===== src/rtl/branch_redirect.sv =====
// branch_redirect: fetch-side next-PC selection with F->D prediction record,
// D-stage misprediction check, wrong-path flush and one-cycle SHADOW state.
// Optional statistics counters (br_count/mp_count) enabled by `BRP_STATS_EN.
module branch_redirect #(
    parameter int unsigned CNT_W = 16
) (
    input  logic             clk,
    input  logic             reset,
    input  logic [31:0]      pcf,
    input  logic [31:0]      instrf,
    input  logic [31:0]      bta,
    input  logic             bpredsel,
    input  logic             found,
    input  logic             stalld,
    input  logic             branchd,
    input  logic             pcsrcd,
    input  logic [31:0]      pcbranchd,
    output logic [31:0]      pcnextf,
    output logic             flushd,
    output logic             mispredict,
    output logic             predtakend
`ifdef BRP_STATS_EN
    ,
    output logic [CNT_W-1:0] br_count,
    output logic [CNT_W-1:0] mp_count
`endif
);

    typedef enum logic {RUN, SHADOW} state_t;

    state_t      state_q, state_d;
    logic        rv_q, rv_d;
    logic        rtaken_q, rtaken_d;
    logic [31:0] rtarget_q, rtarget_d;
    logic [31:0] rplus4_q, rplus4_d;

    logic        isbrf;
    logic        use_pred;
    logic        resolve;
    logic [31:0] pcplus4f;

    // Only the opcode field of the fetched instruction matters here.
    logic        unused_bits;
    assign unused_bits = ^{instrf[25:0], (CNT_W == 0)};

    assign pcplus4f = pcf + 32'd4;

    // F-side prediction use, D-side resolution and next-PC priority mux
    always_comb begin
        isbrf      = (instrf[31:26] == 6'b000100) || (instrf[31:26] == 6'b000101);
        // Predictor output is suppressed while reset is held so fetch falls through.
        use_pred   = isbrf & found & bpredsel & (state_q == RUN) & ~reset;
        resolve    = rv_q & branchd & ~stalld;
        mispredict = resolve & ((pcsrcd != rtaken_q) |
                                (pcsrcd & rtaken_q & (pcbranchd != rtarget_q)));
        flushd     = mispredict;
        predtakend = rtaken_q;
        if (mispredict) begin
            pcnextf = pcsrcd ? pcbranchd : rplus4_q;
        end else if (use_pred) begin
            pcnextf = bta;
        end else begin
            pcnextf = pcplus4f;
        end
    end

    // Next record contents and RUN/SHADOW transition
    always_comb begin
        rv_d      = rv_q;
        rtaken_d  = rtaken_q;
        rtarget_d = rtarget_q;
        rplus4_d  = rplus4_q;
        state_d   = state_q;
        if (flushd) begin
            rv_d      = 1'b0;
            rtaken_d  = 1'b0;
            rtarget_d = '0;
            rplus4_d  = '0;
        end else if (!stalld) begin
            rv_d      = isbrf;
            rtaken_d  = use_pred;
            rtarget_d = bta;
            rplus4_d  = pcplus4f;
        end
        case (state_q)
            RUN:     if (mispredict) state_d = SHADOW;
            SHADOW:  state_d = RUN;
            default: state_d = RUN;
        endcase
    end

    // Record and state registers
    always_ff @(posedge clk or posedge reset) begin
        if (reset) begin
            rv_q      <= 1'b0;
            rtaken_q  <= 1'b0;
            rtarget_q <= '0;
            rplus4_q  <= '0;
            state_q   <= RUN;
        end else begin
            rv_q      <= rv_d;
            rtaken_q  <= rtaken_d;
            rtarget_q <= rtarget_d;
            rplus4_q  <= rplus4_d;
            state_q   <= state_d;
        end
    end

`ifdef BRP_STATS_EN
    logic [CNT_W-1:0] br_cnt_q, br_cnt_d;
    logic [CNT_W-1:0] mp_cnt_q, mp_cnt_d;

    // Saturating resolution / misprediction counters
    always_comb begin
        br_cnt_d = br_cnt_q;
        mp_cnt_d = mp_cnt_q;
        if (resolve && (br_cnt_q != '1)) br_cnt_d = br_cnt_q + 1'b1;
        if (mispredict && (mp_cnt_q != '1)) mp_cnt_d = mp_cnt_q + 1'b1;
    end

    // Counter registers
    always_ff @(posedge clk or posedge reset) begin
        if (reset) begin
            br_cnt_q <= '0;
            mp_cnt_q <= '0;
        end else begin
            br_cnt_q <= br_cnt_d;
            mp_cnt_q <= mp_cnt_d;
        end
    end

    assign br_count = br_cnt_q;
    assign mp_count = mp_cnt_q;
`endif

endmodule


===== config.mk =====
export PLATFORM = sky130hd
export DESIGN_NAME = branch_redirect
export DESIGN_NICKNAME = d
export VERILOG_FILES = /design/src/rtl/branch_redirect.sv
export SDC_FILE = /design/constraint.sdc
export NUM_CORES = 1
export LEC_CHECK = 0
export ABC_AREA = 1
export ABC_CLOCK_PERIOD_IN_PS = 2800
export CAP_MARGIN = 5
export CORE_MARGIN = 3
export CORE_UTILIZATION = 45
export DETAILED_ROUTE_END_ITERATION = 12
export HOLD_SLACK_MARGIN = 0.12
export PLACE_DENSITY = 0.77
export SYNTH_ARGS = -nofsm -noshare
export SYNTH_HDL_FRONTEND = slang
export SYNTH_SLANG_ARGS = --single-unit

===== constraint.sdc =====
create_clock -name clk -period 2.8 [get_ports clk]
set_input_delay 0.42 -clock clk [delete_from_list [all_inputs] [get_ports clk]]
set_output_delay 0.42 -clock clk [all_outputs]
set_load 0.01 [all_outputs]

==> results.yml <==
global_route:
  grt_pass1_vias: 5940
  use_met2_pct: 43.7
  overflow: 0
  antenna_found_initial: 2
  use_met1_pct: 35.7
  grt_first_pass_wirelength_um: 28400
  gr-usage-all-layers_pct: 26.4
  busiest_layer: "met2"
  met3_usage_pct: 4.27
  grt_max_degree: 77
worst_setup_path:
  reg2reg_from: "rtarget_q[4]"
  reg2reg_depth: 15
  crit_path_frequent_cell: "nand2_1"
  critPathArrivalTime_ps: 2270
  cp.required_ps: 2380
  crit_slowest_cell: "clkdlybuf4s50_1"
  r2r_setup_slack_ps: 690
  critPathLaunch: "pcbranchd[25]"
  path_class: "input port to output pin"
  worstPathMaxFanout: 6
  slowest_delay_ps: 420
  reg2reg_to: "rtarget_q[5]"
  worstSetupStartpointType: "input port"
  cp-end-kind: "output pin"
  cp_cell_sequence: "clkdlybuf4s50_1 > inv_1 > nand2_1 > nand2_1 > nand2_1 > nor2_1 > nand2_1 > nor2_2 > nand2_1 > nand2_1 > nand2_2 > nand2_4 > buf_4 > buf_4 > nand2_1 > nand2_1 > clkbuf_2"
detailed_routing:
  avgRoutedWirePerCell_um: 13.9
  final_antenna_net_count: 0
  drt_iter0_markers: 519
  firstDrtPassIters: 5
  wl_um: 17800
  drc: 0
  via_per_inst: 4.93
  num_vias: 6319
cts:
  htreeDepth: 3
  cts.reportedPaths.clkPinSlew_ps: 60
  clock_latency_ps: 340
  hold_buffers: 0
  cts.sink_count: 67
  cts_inserted_buffers: 9
  cts-root-buf: "clkbuf_16"
  clockBufferDepth: 2
  cts_tree: "yes"
sta:
  tns_ps: 0
  grt_setup_unrepaired: "yes"
  min_period_over_period_pct: 96.0
  slew_violations: 0
  post-route-min-period_ps: 2690
  skew_ps: 9.64
  max_slew_margin_pct: 50.5
  hold_viol: 0
  max_freq_mhz: 372
  worst_pin_slew_ps: 743
  setup_violations: 0
  worst_slack_ps: 111
min_path:
  hold_end: "state_q"
  hp-class: "flop to flop"
  hold_depth: 1
  min-delay-start: "state_q"
power:
  peakVddDrop_mv: 0.301
  p_leak_nw: 4.55
  power_density_mw_per_mm2: 388
finish:
  num-fill-cells: 1015
  drive_above_1_share_pct: 20.4
  areaGrowthSynthToFinish_pct: 48.3
  finish.utilization_pct: 70.1
  fin_area_mm2: 0.00821
  final_nets: 1269
logic_synthesis:
  syn_area_per_cell_um2: 6.10
  synth_async_sr_flop_share_pct: 100
  synth_most_common_cell: "nand2_1"
  synth_cell_types: 34
  synth_area_leaders: "dfrtp_1, nand2_1, nor2_1, inv_1, mux2_2"
  synth_flop_cell: "dfrtp_1"
  yosysTopAreaCell: "dfrtp_1"
  synth_edf_count: 0
  synth.top_cell.area_share_pct: 30.3
  synthTopCellsByCount: "nand2_1, nor2_1, inv_1"
  synth_nets: 1045
  syn_inst: 908
  ys_seq_area_share_pct: 30.3
  ys_warn_count: 0
  ys_ff_latch: 67
  netlist_area_mm2: 0.00554
floorplanning:
  core_mm2: 0.0117
  fp.dieH_um: 117
  initial_core_util_pct: 47.3
  die_w_um: 117
  num_rows: 39
  io_pins: 170
  dieArea_mm2: 0.0137
placed_design:
  post-place-ws_ps: -361
  port_buffers: 142
  gp_congestion: 0.962
  postPlaceCellArea_mm2: 0.00767
  post-dp-hpwl_um: 12700
flow_run:
  drv_cap: 0
run_status:
  outcome: "finished, final reports clean"
-- state kept, by name, summed over array words and instances, names as in the netlist --
| register | count |
|---|---|
| rv_q | 1 |
| state_q | 1 |
| rtarget_q | 32 |
| rplus4_q | 32 |
| predtakend | 1 |
-- per-layer routing --
layer | part of all wire (%) | vias to the layer above
met4 | 1.8 | 0
li1 | - | 3208
met2 | 47 | 207
met1 | 45 | 2878
met5 | 0 | -
met3 | 6.0 | 26
-- worst max-delay path: cells and delay by family --
family        cells  cell delay [ps]
simple gates     12              940
buf+inv           5              890
-- how the worst max path moves through the flow --
stage                              to  slack (ps)  cells after the start
after floorplan            predtakend         700                      1
after global placement    pcnextf[11]        -360                     16
after detailed placement  pcnextf[11]        -360                     16
after CTS                 pcnextf[17]           2                     18
after global routing      pcnextf[26]         -40                     12
final                     pcnextf[31]         110                     17
-- power by group --
| part | switching [mW] | leakage [nW] | internal, mW |
|---|---|---|---|
| Clock | 0.445 | 0.159 | 0.871 |
| Sequential | 0.0533 | 0.821 | 1.05 |
| Combinational | 0.377 | 3.57 | 0.383 |
| Total | 0.875 | 4.55 | 2.31 |
-- area by class of cell --
type                            instances  area [um2]  area share, %
Clock inverter                          6         114           1.39
Sequential cell                        67        1680           20.4
Inverter                               89         334           4.07
Multi-Input combinational cell        710        3450           42.0
Antenna cell                            3        7.51         0.0914
Tap cell                              143         179           2.18
Clock buffer                           10         229           2.79
Timing Repair Buffer                  255        2220           27.1
-- per-stage QoR --
| step | power, mW | std cells | hold slack (ps) |
|---|---|---|---|
| after global placement | 1.88 | 1241 | 418 |
| after global routing | 3.34 | 1283 | 451 |
| after detailed placement | 1.89 | 1241 | 424 |
| after CTS | 3.20 | 1282 | 440 |
| final | 3.18 | 1283 | 441 |
| after floorplan | 1.50 | 908 | 404 |
-- layout by cell type (no fill, tap or decap), drive strengths merged, types with 3 or more instances in the layout --
cell	instances
dlymetal6s2s	15
clkdlybuf4s50	60
dlygate4sd2	40
buf	118
dfrtp	67
clkbuf	30
nor3	8
nand3b	4
nand2	420
a21oi	16
xor2	13
mux2	26
diode	3
bufinv	3
nor2	109
o21ai	25
xnor2	28
nand4	7
inv	89
nand3	41
-- timing repair --
item | in CTS | in global routing
pin swaps | 20 | 16
cloned | 2 | 0
buffers inserted | 23 | 2
resized for setup | 99 | 79
endpoints found under the setup margin | 34 | 32
-- kinds of logic (layout without fill, tap and decap cells) --
| family | count (synthesis) | in the layout | share of synthesized area, % |
|---|---|---|---|
| other | 0 | 3 | 0 |
| AND/OR/NAND/NOR | 597 | 597 | 43.7 |
| buffers and inverters | 131 | 360 | 9.74 |
| multiplexers | 26 | 26 | 5.29 |
| flip-flops | 67 | 67 | 30.3 |
| AO/OA/AOI/OAI | 44 | 44 | 4.09 |
| adder cells (fa/ha/maj) | 2 | 2 | 0.452 |
| XOR/XNOR | 41 | 41 | 6.48 |
Note: power is estimated with default switching activity, not from simulation.
